$ cat src/rtl/fifo_write_arbiter_pkg.sv
// fifo_write_arbiter_pkg: shared state encoding and width helper for the write arbiter
package fifo_write_arbiter_pkg;
  typedef enum logic {ST_IDLE, ST_OWN} state_t;
  function automatic int clog2(input int n);
    int r;
    r = 0;
    while ((1 << r) < n) r++;
    return (r < 1) ? 1 : r;
  endfunction
endpackage

$ cat src/rtl/fifo_write_arbiter_rr_pick.sv
// rr_pick: combinational round-robin picker, first set req bit after last_owner
module rr_pick #(
  parameter int N = 4,
  parameter int W = 2
) (
  input  logic [N-1:0] req,
  input  logic [W-1:0] last_owner,
  output logic         found,
  output logic [W-1:0] index
);
  always_comb begin
    found = |req;
    index = '0;
    for (int i = N; i >= 1; i--)
      if (req[(int'(last_owner) + i) % N]) index = W'((int'(last_owner) + i) % N);
  end
endmodule

$ cat src/rtl/fifo_write_arbiter.sv
// fifo_write_arbiter: round-robin burst arbiter sharing the async FIFO write port
module fifo_write_arbiter
  import fifo_write_arbiter_pkg::*;
#(
  parameter int NREQ = 4,
  parameter int DSIZE = 8,
  parameter int MAX_BURST = 8,
  localparam int OWNW = clog2(NREQ),
  localparam int CNTW = clog2(MAX_BURST) + 1
) (
  input  logic                  wclk,
  input  logic                  rst,
  input  logic [NREQ-1:0]       req,
  input  logic [NREQ-1:0]       req_last,
  input  logic [NREQ*DSIZE-1:0] req_data,
  output logic [NREQ-1:0]       grant,
  input  logic                  full,
  output logic                  signal_write,
  output logic [DSIZE-1:0]      write_data,
  output logic [OWNW-1:0]       owner,
  output logic                  busy,
  output logic                  err_abort
);
  state_t state, state_nxt;
  logic [OWNW-1:0] last_owner, pick_idx;
  logic [CNTW-1:0] beat_cnt;
  logic pick_found, accept, rel, abort;
  rr_pick #(.N(NREQ), .W(OWNW)) u_pick (
    .req(req),
    .last_owner(last_owner),
    .found(pick_found),
    .index(pick_idx)
  );
  always_ff @(posedge wclk) state <= rst ? ST_IDLE : state_nxt;
  always_comb begin
    accept = state == ST_OWN && req[owner] && !full;
    rel = accept && (req_last[owner] || beat_cnt == CNTW'(MAX_BURST - 1));
    // a full stall does not hide a dropped request
    abort = state == ST_OWN && !req[owner];
    state_nxt = state == ST_IDLE ? (pick_found ? ST_OWN : ST_IDLE) : (rel || abort ? ST_IDLE : ST_OWN);
    signal_write = accept;
    grant = accept ? NREQ'(1) << owner : '0;
    write_data = req_data[owner*DSIZE +: DSIZE];
    busy = state == ST_OWN;
  end
  always_ff @(posedge wclk) begin
    if (rst) begin
      owner <= '0;
      last_owner <= OWNW'(NREQ - 1);
      beat_cnt <= '0;
      err_abort <= 1'b0;
    end else begin
      err_abort <= abort;
      if (state == ST_IDLE && pick_found) begin
        owner <= pick_idx;
        beat_cnt <= '0;
      end
      if (accept) beat_cnt <= beat_cnt + CNTW'(1);
      if (rel || abort) last_owner <= owner;
    end
  end
endmodule
$ cat config.mk
export PLATFORM = sky130hd
export DESIGN_NAME = fifo_write_arbiter
export DESIGN_NICKNAME = d
export VERILOG_FILES = /design/src/rtl/fifo_write_arbiter_pkg.sv /design/src/rtl/fifo_write_arbiter_rr_pick.sv /design/src/rtl/fifo_write_arbiter.sv
export SDC_FILE = /design/constraint.sdc
export NUM_CORES = 1
export LEC_CHECK = 0
export CAP_MARGIN = 5
export CORE_MARGIN = 2
export CORE_UTILIZATION = 37
export DETAILED_ROUTE_END_ITERATION = 10
export PLACE_DENSITY = 0.95
export SETUP_SLACK_MARGIN = 0.5
export SYNTH_ARGS = -nofsm -noshare
export SYNTH_HDL_FRONTEND = slang
export SYNTH_SLANG_ARGS = --single-unit
$ cat constraint.sdc
create_clock -name wclk -period 4.3 [get_ports wclk]
set_input_delay 1.29 -clock wclk [delete_from_list [all_inputs] [get_ports wclk]]
set_output_delay 1.29 -clock wclk [all_outputs]
set_load 0.005 [all_outputs]
==> results.md <==
* Status: finished clean
* Cells after synthesis at 88
* CP max FO at 1
* Fin nets at 196
* Mapped Area at 843 sq um
* DR WL/cell at 17.4 um
* Setup total negative slack at 0 ps
* Iteration count of the initial detailed-routing pass at 6
* Post-Syn Nets at 132
* Largest vdd supply drop at 0.000201 V
* Worst-skew pair later-pin latency at 270 ps
* Multi-input logic area at 579 sq um
* Die ar. at 0.00268 sq mm
* Sequential fraction of the synthesis area at 23.7%
* Fin crit share at 87.2%
* RSZ-0062 raised after global routing: yes
* Vias in the first global route at 994
* Relative slew slack at 46.7%
* Tmin final at 3750 ps
* FF-to-FF path depth at 5
* Ant. Diodes at 0
* Initial Util at 38.5%
* ANT nets after route at 0
* Hold path cells at 2
* Met1 usage at 21.7%
* Fillers at 171
* # setup viols final at 0
* Initial antenna violation count at 0
* Max Freq at 267 MHz
* Worst Tran Pin Value at 799 ps
* Clock buffer depth at 2
* Sequential cell area at 200 sq um
* Share of cells above drive strength 1 at 13.9%
* Site Rows at 17
* DRT iter0 DRCs at 21
* First-pass GRT wire length at 4510 um
* Largest delay share family, worst path: buffers and inverters
* Max cap viols at 0
* Global-route track usage on met3 at 9.20%
* Max stage delay on crit path at 470 ps
* Area growth, synth to finish at 78.0%
* Drt drc at 0
* CTS tree: done
* Final instance area at 0.00150 sq mm
* Crit path buffers/inverters at 2
* Endpoint class of the critical path: output port
* Slowest CP cell: mux4_2
* Largest net degree at the start of global routing at 20
* P per Cell Area at 227 mW/mm^2
* Top cells by area, synth: dfxtp_1 (24%), mux4_2 (16%), mux4_1 (9.3%), inv_1 (4.0%), nand2_1 (3.6%)
* Slew Limit Fails at 0
* M2 GR Usage at 44.7%
* Synth warn at 0
* Endpoints failing hold at 0
* Via count at 1007
* CP startpoint kind: input port
* Synthesized flop and latch total at 10
* Core footprint at 0.00219 sq mm
* Yosys top cell area share at 23.7%
* Remaining global-route overflow at 0
* CTS root buffer: clkbuf_4
* Final Wtd Congestion at 0.861
* Io pins at 60
* Post-synth EDFFs at 0
* Tot GR Track Use at 23.1%
* Ys async rst share at 0%
* Crit path DAT at 2460 ps
* Clk sinks at 10
* Yosys top cell by area: dfxtp_1
* Distinct cells, synth at 34
* Kind of critical path: input port to output port
* Port Buf Inserts at 59
* Lkg Pwr at 0.617 nW
* CTS buffer count at 3
* DP Area at 0.00146 sq mm
* # hold bufs at CTS at 0
* Dpl hpwl at 2550 um
* Die Width at 51.7 um
* Post-Route WL at 3110 um
* Worst-path clk slew at 60 ps
* DR vias/cell at 5.63
* HP Class: register to register
* Die Ht at 51.7 um
* Mapped Avg Cell Area at 9.58 sq um
* Crit-path cells: clkdlybuf4s50_1 -> mux4_2 -> dlygate4sd2_1
* Most used routing layer: met2
* Critical Path RT at 3010 ps
* Setup Skew at 2.43 ps
* H-tree depth at 1
* Dominant synthesized flop cell: dfxtp_1
* CP Depth at 3
[flip-flops by register name (all words and copies together) (netlist names)]
name and cells:
busy 1, err_abort 1, beat_cnt 4, last_owner 2, owner 2
[placed cells by master, fill, tap and decap left out, types with 2 or more instances in the layout]
cell type / netlist / routed
dlygate4sd2_1: 0 / 12
mux2i_1: 2 / 2
mux4_2: 6 / 7
clkdlybuf4s50_1: 0 / 41
and4_1: 2 / 2
a31oi_1: 4 / 4
nand2_1: 8 / 7
and3_1: 2 / 2
clkbuf_4: 0 / 3
a21oi_1: 3 / 3
nand3b_1: 2 / 2
nor2b_1: 2 / 2
nor2_1: 4 / 4
o21ai_0: 5 / 5
dfxtp_1: 10 / 10
mux4_1: 3 / 2
clkdlybuf4s15_1: 0 / 4
o221ai_1: 2 / 2
a211oi_1: 3 / 3
buf_4: 0 / 5
nor3_1: 2 / 2
inv_1: 9 / 8
[cells in the mapped netlist, drive strengths merged, types with 3 or more instances]
cell type / count
dfxtp: 10
inv: 9
mux4: 9
nand2: 8
buf: 5
o21ai: 5
a31oi: 4
nor2: 4
a211oi: 3
a21oi: 3
[what timing repair did]
action	CTS	global route
setup endpoints to repair	13	2
gates resized for setup	20	7
pin swaps	1	1
buffers inserted	2	0
[report_power, final]
part           switching [mW]  internal (mW)  total, mW  leakage (nW)
clock network          0.0347         0.0516     0.0862        0.0210
logic                  0.0449         0.0910      0.136         0.514
registers              0.0188         0.0992      0.118        0.0819
[stage by stage]
| step | std cells | utilization [%] | hold slack [ps] | setup slack (ps) | total power, mW |
|---|---|---|---|---|---|
| after floorplan | 88 | - | 454 | 1010 | 0.177 |
| final | 179 | 68.5 | 486 | 550 | 0.340 |
| after global placement | 173 | 66.8 | 468 | 118 | 0.256 |
| after detailed placement | 173 | 66.8 | 486 | 102 | 0.263 |
| after global routing | 179 | 68.5 | 515 | 499 | 0.356 |
| after CTS | 179 | 68.3 | 492 | 323 | 0.340 |
[tightest hold or removal path: cells and delay by family, from the launching register on]
| family | cells | cell delay (ps) |
|---|---|---|
| AO/OA/AOI/OAI | 1 | 50 |
| flip-flops | 1 | 330 |
| AND/OR/NAND/NOR | 1 | 60 |
[routing by layer]
layer  vias to the layer above  part of all wire (%)  wire length, um
li1                        471                     -                -
met1                       478                    35             1100
met2                        52                    50             1550
met3                         6                    13              407
met4                         0                   1.7               53
met5                         -                     0                0
[cell type report]
class	instances	share of cell area, %
multi-input combinational	64	38.6
clock buffer	4	2.42
tap	28	2.33
sequential	10	13.3
inverter	9	2.25
timing repair buffer	64	41.1
[path summary, 6_finish.rpt]
check | slack [ps] | endpoint | from
setup / recovery | 550 | write_data[7] | req_data[7]
hold / removal | 490 | beat_cnt[3] | beat_cnt[3]
setup reg to reg | 2090 | beat_cnt[2] | owner[0]
hold reg to reg | 490 | beat_cnt[3] | beat_cnt[3]
[logic make-up after synthesis]
kind of cell,count (synthesis),synth area share [%]
DFF,10,23.7
and+or+nand+nor,31,21.2
muxes,12,29.1
adders and majority gates,1,1.48
buffers and inverters,14,7.42
AOI/OAI and AO/OA,20,17.1
Power figures use the tool's default switching activity.
